[src/rtl/id_branch_unit.sv]
// rtl/id_branch_unit.sv - IF/ID register, jump/branch decode and redirect generation for fetch
// Optional: ID_DELAY_SLOT_SQUASH_EN annuls the delay-slot instruction captured behind a redirect.
module id_branch_unit #(
  parameter int CNT_W = 16
) (
  input  logic             clk,
  input  logic             rst,
  input  logic             en,
  input  logic [31:0]      pc_if,
  input  logic [31:0]      instr_if,
  input  logic [31:0]      rs_data,
  input  logic [31:0]      rt_data,
  output logic [31:0]      pc_id,
  output logic [31:0]      instr_id,
  output logic             valid_id,
  output logic             jump_target,
  output logic             jump_branch,
  output logic             jump_reg,
  output logic [31:0]      jr_pc,
  output logic             link_en,
  output logic [31:0]      link_addr,
  output logic [CNT_W-1:0] taken_cnt
);

  localparam logic [5:0] OP_SPECIAL = 6'h00;
  localparam logic [5:0] OP_REGIMM  = 6'h01;
  localparam logic [5:0] OP_J       = 6'h02;
  localparam logic [5:0] OP_JAL     = 6'h03;
  localparam logic [5:0] OP_BEQ     = 6'h04;
  localparam logic [5:0] OP_BNE     = 6'h05;
  localparam logic [5:0] OP_BLEZ    = 6'h06;
  localparam logic [5:0] OP_BGTZ    = 6'h07;
  localparam logic [5:0] FN_JR      = 6'h08;
  localparam logic [5:0] FN_JALR    = 6'h09;
  localparam logic [4:0] RT_BLTZ    = 5'h00;
  localparam logic [4:0] RT_BGEZ    = 5'h01;
  localparam logic [4:0] RT_BLTZAL  = 5'h10;
  localparam logic [4:0] RT_BGEZAL  = 5'h11;

  logic [5:0] opcode;
  logic [4:0] rt_field;
  logic [5:0] funct;
  logic       rs_neg;
  logic       rs_zero;
  logic       dec_jump;
  logic       dec_jreg;
  logic       dec_branch;
  logic       dec_link;
  logic       redirect;

  assign opcode   = instr_id[31:26];
  assign rt_field = instr_id[20:16];
  assign funct    = instr_id[5:0];
  assign rs_neg   = rs_data[31];
  assign rs_zero  = (rs_data == 32'd0);

  always_comb begin
    dec_jump   = 1'b0;
    dec_jreg   = 1'b0;
    dec_branch = 1'b0;
    dec_link   = 1'b0;
    case (opcode)
      OP_SPECIAL: begin
        dec_jreg = (funct == FN_JR) || (funct == FN_JALR);
        dec_link = (funct == FN_JALR);
      end
      OP_REGIMM: begin
        // Link variants write $ra whether or not the branch is taken.
        case (rt_field)
          RT_BLTZ, RT_BLTZAL: dec_branch = rs_neg;
          RT_BGEZ, RT_BGEZAL: dec_branch = !rs_neg;
          default:            dec_branch = 1'b0;
        endcase
        dec_link = (rt_field == RT_BLTZAL) || (rt_field == RT_BGEZAL);
      end
      OP_J:    dec_jump = 1'b1;
      OP_JAL: begin
        dec_jump = 1'b1;
        dec_link = 1'b1;
      end
      OP_BEQ:  dec_branch = (rs_data == rt_data);
      OP_BNE:  dec_branch = (rs_data != rt_data);
      OP_BLEZ: dec_branch = rs_neg || rs_zero;
      OP_BGTZ: dec_branch = !rs_neg && !rs_zero;
      default: ;
    endcase
  end

  assign jump_target = valid_id && dec_jump;
  assign jump_branch = valid_id && dec_branch;
  assign jump_reg    = valid_id && dec_jreg;
  assign link_en     = valid_id && dec_link;
  assign jr_pc       = rs_data;
  assign link_addr   = pc_id + 32'd8;
  assign redirect    = jump_target || jump_branch || jump_reg;

  always_ff @(posedge clk) begin
    if (rst) begin
      pc_id     <= 32'd0;
      instr_id  <= 32'd0;
      valid_id  <= 1'b0;
      taken_cnt <= '0;
    end else if (en) begin
      pc_id <= pc_if;
`ifdef ID_DELAY_SLOT_SQUASH_EN
      if (redirect) begin
        instr_id <= 32'd0;
        valid_id <= 1'b0;
      end else begin
        instr_id <= instr_if;
        valid_id <= 1'b1;
      end
`else
      instr_id <= instr_if;
      valid_id <= 1'b1;
`endif
      if (redirect) begin
        taken_cnt <= taken_cnt + CNT_W'(1);
      end
    end
  end

endmodule

[config.mk]
export PLATFORM = sky130hd
export DESIGN_NAME = id_branch_unit
export DESIGN_NICKNAME = d
export VERILOG_FILES = /design/src/rtl/id_branch_unit.sv
export SDC_FILE = /design/constraint.sdc
export NUM_CORES = 1
export LEC_CHECK = 0
export CAP_MARGIN = 10
export CORE_MARGIN = 2
export CORE_UTILIZATION = 33
export CTS_CLUSTER_DIAMETER = 40
export DETAILED_ROUTE_END_ITERATION = 10
export GPL_TIMING_DRIVEN = 0
export PLACE_DENSITY = 0.82
export SYNTH_ARGS = -nofsm -noshare
export SYNTH_HDL_FRONTEND = slang
export SYNTH_SLANG_ARGS = --single-unit
[constraint.sdc]
create_clock -name clk -period 2.9 [get_ports clk]
set_clock_uncertainty 0.2 [all_clocks]
set_input_delay 0.87 -clock clk [delete_from_list [all_inputs] [get_ports clk]]
set_output_delay 0.87 -clock clk [all_outputs]
set_load 0.02 [all_outputs]
# [After elaboration in Yosys (flattened, before gate mapping)]
# Index checks and enable logic that the tools add are counted.
[op_classes] reduce_logical=19 n_addsub=2 n_mux=5 eq_ne=14
[op_table] operator="$add 32x4->32 const B" n=1
[op_table] operator="$eq 32x32->1" n=1
[op_table] operator="$logic_not 32->1" n=1
[op_table] operator="$ne 32x32->1" n=1
[op_table] operator="$eq 6x3->1 const B" n=4
[op_table] operator="$add 16x1->16 const B" n=1
[op_table] operator="$eq 6x2->1 const B" n=2
[op_table] operator="$eq 6x4->1 const B" n=2
[op_table] operator="$eq 5x5->1 const B" n=2
[op_table] operator="$eq 6x1->1 const B" n=1
[op_table] operator="$logic_not 6->1" n=1
[op_table] operator="$reduce_or 2->1" n=3
[op_table] operator="$eq 5x1->1 const B" n=1
[op_table] operator="$logic_and 1x1->1" n=5
[op_table] operator="$logic_not 5->1" n=1
[op_table] operator="$logic_or 1x1->1" n=5
[op_table] operator="$pmux 1 s5" n=1
[op_table] operator="$pmux 1 s3" n=1
[op_table] operator="$logic_not 1->1" n=2
[op_table] operator="$mux 1" n=2
[op_table] operator="$pmux 1 s2" n=1
[op_table] operator="$reduce_and 2->1" n=1
[word_totals] ff_bits=81 out_inout_bits=149

# [Depth between registers and ports, before layout]
[logic_depth] word_depth=8 ltp_mapped=9 ltp_nobuf=8

# [Worst setup path before layout]
# Ideal clock, no wire load.
[synth_path] path_kind="reg-to-output" start="register pc_id[5]" end="output port link_addr[26]" slack_ns=-0.324 t_required_ns=1.830 arrival_ns=2.154 stages_incl_launch_ff=10 cell_sequence="dfxtp_1 -> and3_1 -> and3_1 -> and2_1 -> nand2_1 -> or2_2 -> clkbuf_1 -> nor2_1 -> nand2_1 -> xnor2_1"
[synth_via] elab_chain_len=1
[synth_lines] element="start, declared" line_no="13" text="output logic [31:0] pc_id,"
[synth_lines] element="start signal, assigned" line_no="104" text="pc_id <= pc_if;"
[synth_lines] element="$add 32x4->32" line_no="94" text="assign link_addr = pc_id + 32'd8;"
[synth_lines] element="end, declared" line_no="21" text="output logic [31:0] link_addr,"
# No other way between the ends.

# [Worst setup path after layout]
[layout_path] start="input port rs_data[25]" end="output port jump_branch"
[layout_via] elab_chain_len=5
[layout_lines] element="start, declared" line_no="11" text="input logic [31:0] rs_data,"
[layout_lines] element="$logic_not 32->1" line_no="55" text="assign rs_zero = (rs_data == 32'd0);"
[layout_lines] element="$logic_not 1->1" line_no="84" text="OP_BGTZ: dec_branch = !rs_neg && !rs_zero;"
[layout_lines] element="$logic_and 1x1->1" line_no="84"
[layout_lines] element="$pmux 1 s5 *" line_no="62" text="case (opcode)"
[layout_lines] element="$logic_and 1x1->1 *" line_no="90" text="assign jump_branch = valid_id && dec_branch;"
[layout_lines] element="end, declared" line_no="17" text="output logic jump_branch,"
# Every way passes the cells marked *; elsewhere a longest branch is shown, timed or not.

==> impl_metrics.env <==
export IMPL_status="finished with violations"
export IMPL_violations="negative setup slack"
export IMPL_worstReg2RegStart="instr_id[29]$_SDFFE_PP0P_"
export IMPL_ff2ff_path_depth=10
export IMPL_htreeDepth=3
export IMPL_coreArea_um2=13100
export IMPL_avgSynthCellArea_um2=8.94
export IMPL_layout_drive_gt1_share=0.339
export IMPL_postPlaceCellArea_um2=7580
export IMPL_die_y_um=119
export IMPL_num_rows=42
export IMPL_antenna_found_initial=3
export IMPL_start_kind="primary input"
export IMPL_yosys_warnings=0
export IMPL_netlist_instances=489
export IMPL_worst_r2r_endpoint="taken_cnt[13]$_SDFFE_PP0P_"
export IMPL_setup_viol_count_final=19
export IMPL_ys_types=42
export IMPL_path_clk_slew_ns=0.06
export IMPL_synth_fa_ha_area_frac=0.00572
export IMPL_synth_top_area_share=0.371
export IMPL_min_period_ns=3.36
export IMPL_yosys_area_share_xor_xnor=0.138
export IMPL_clock_sinks=81
export IMPL_finalWirelength_mm=17.4
export IMPL_nFillCells=1047
export IMPL_synth_simple_area_share=0.206
export IMPL_worst_slew_pin_slew_ns=0.774
export IMPL_dr_pass1_iters=4
export IMPL_slew_violations=0
export IMPL_p_per_area_nw_per_um2=377
export IMPL_drt_vias_per_instance=4.82
export IMPL_cp_required_ns=1.83
export IMPL_cts_tree="yes"
export IMPL_place_congestion=0.906
export IMPL_fin_nets=946
export IMPL_syn_area_um2=4370
export IMPL_register_area_um2=1670
export IMPL_final_hold_viol_count=0
export IMPL_cp_slowest_cell="nor4_4"
export IMPL_slew_headroom=0.484
export IMPL_drtIter0Drc=137
export IMPL_slowest_delay_ns=0.37
export IMPL_synth_largest_area_cell="dfxtp_1"
export IMPL_hpwlAfterDp_mm=13.2
export IMPL_grt_overflow=0
export IMPL_rsz0062_at_grt="yes"
export IMPL_path_cells="buf_8 -> xnor2_2 -> nand4_1 -> nor4_4 -> a21o_2 -> nand2_2 -> a21oi_2 -> o21ai_2 -> buf_6"
export IMPL_fin_ws_ns=-0.460
export IMPL_die_area_um2=14200
export IMPL_hold_depth=2
export IMPL_fin_util=0.643
export IMPL_boundaryPins=280
export IMPL_async_flop_share=0
export IMPL_drc=0
export IMPL_clk_path_buf_depth=2
export IMPL_holdCritStartpoint="instr_id[24]$_SDFFE_PP0P_"
export IMPL_hp_class="flop to flop"
export IMPL_synth_top_cells_by_area="dfxtp_1 (37%), mux2i_1 (15%), xnor2_1 (11%)"
export IMPL_max_vdd_ir_drop_mv=0.204
export IMPL_maxCapViolCount=0
export IMPL_cp_max_fo=3
export IMPL_dp_cells=942
export IMPL_cts_buffers=9
export IMPL_die_w_um=119
export IMPL_root_buffer="clkbuf_16"
export IMPL_synth_mux_area_frac=0.151
export IMPL_cp_end_kind="output pin"
export IMPL_first_global_vias=4679
export IMPL_multiInputGateArea_um2=3040
export IMPL_grt_max_degree=14
export IMPL_yosysMostFrequentCell="dfxtp_1"
export IMPL_port_buffers=277
export IMPL_setup_tns_ns=-3.01
export IMPL_syn2layout_area_growth_pct=92.5
export IMPL_r2r_setup_slack_ns=0.12
export IMPL_synth_seq_cells=81
export IMPL_whs_endpoint="instr_id[24]$_SDFFE_PP0P_"
export IMPL_synth_edf_count=0
export IMPL_fin_area_um2=8420
export IMPL_period_share=1.16
export IMPL_grt_total_usage=0.233
export IMPL_p_leak_nw=3.66
export IMPL_crit_type="primary input to output pin"
export IMPL_synth_compound_area_share=0.0446
export IMPL_clk_latency_ns=0.33
export IMPL_wl_per_cell_um=17.5
export IMPL_grt_pass1_wl_mm=25.5
export IMPL_initial_core_util=0.334
export IMPL_num_vias=4804
export IMPL_synth_top_family_by_area="simple AND/OR/NAND/NOR gates"
export IMPL_p_total_w=0.00318
export IMPL_synth_flop_cell="dfxtp_1"
export IMPL_synth_seq_area_share=0.371
export IMPL_syn_nets=622
export IMPL_fin_cells=997
export IMPL_ant_nets=0
export IMPL_arrival_ns=2.29
export IMPL_postCtsHoldBufs=0
export IMPL_synth_cells_most_frequent="dfxtp_1 (81), nor2_1 (80), mux2i_1 (65), xnor2_1 (53), buf_4 (35)"
export IMPL_max_freq_ghz=0.298
per-layer routing:
metal	up-vias	GRT usage	part of all wire
met1	2273	0.243	0.36
met2	203	0.435	0.54
met5	-	0	0
met4	0	0.111	0.036
met3	34	0.0560	0.066
li1	2294	-	-
state kept, by name, summed over array words and instances, names as in the netlist:
register / cells
instr_id: 32
pc_id: 32
taken_cnt: 16
valid_id: 1
layout make-up:
class | instances | share of cell area
plain buffers | 54 | 0.0406
repair buffers | 315 | 0.338
multi-input cells | 348 | 0.361
flip-flops and latches | 81 | 0.198
clock inverters | 3 | 0.00178
well taps | 176 | 0.0262
diodes | 3 | 0.000892
clock buffers | 13 | 0.0321
inverters | 4 | 0.00178
worst max-delay path: cells and delay by family:
kind / cells / cell delay (ns)
AO/OA/AOI/OAI: 3 / 0.39
XOR/XNOR: 1 / 0.16
buffers and inverters: 2 / 0.25
AND/OR/NAND/NOR: 3 / 0.61
how the worst max path moves through the flow:
| stage | endpoint | depth (start not counted) | startpoint |
|---|---|---|---|
| 3_5_place_dp | jump_branch | 8 | rs_data[17] |
| 2_1_floorplan | jump_branch | 7 | rs_data[27] |
| 3_3_place_gp | jump_branch | 8 | rs_data[17] |
| 6_report | jump_branch | 9 | rs_data[25] |
| 5_1_grt | jump_branch | 9 | rs_data[25] |
| 4_1_cts | jump_branch | 9 | rt_data[16] |
per-stage QoR:
stage / hold slack (ns) / worst slack [ns]
after floorplan: 0.344 / -0.0796
after global placement: 0.273 / -1.45
after detailed placement: 0.284 / -1.49
after CTS: 0.299 / -0.407
after global routing: 0.322 / -0.508
final: 0.295 / -0.460
cell families after synthesis:
logic type	after synthesis
buffers and inverters	60
and+or+nand+nor	183
AOI/OAI and AO/OA	29
adders and majority gates	2
DFF	81
xor gates and xnor gates	68
muxes	66
report_power, final:
group          switching, W  internal, W  total, W
sequential        0.0000595      0.00117   0.00122
combinational      0.000400     0.000471  0.000871
clock              0.000434     0.000646   0.00108
total              0.000893      0.00228   0.00318
layout by cell type, fill, tap and decap left out, types with 6 or more instances in the layout:
cell type and count:
clkbuf_1 11, clkbuf_2 10, nand3_1 10, and3_4 7
buf_6 21, nand2_1 19, clkbuf_16 9, nor2_1 75
xnor2_1 27, nor4_4 8, xnor2_2 22, dfxtp_4 10
buf_2 40, nor2_4 6, buf_1 8, and3_1 6
mux2i_1 65, buf_4 80, clkdlybuf4s50_1 183, nand4_1 13
xor2_1 10, dfxtp_1 66
timing repair:
item,in CTS,in global routing
gates resized for setup,413,80
buffers inserted,14,24
endpoints found under the hold margin,0,0
endpoints found under the setup margin,77,34
pin swaps,56,33
Power figures use the tool's default switching activity.
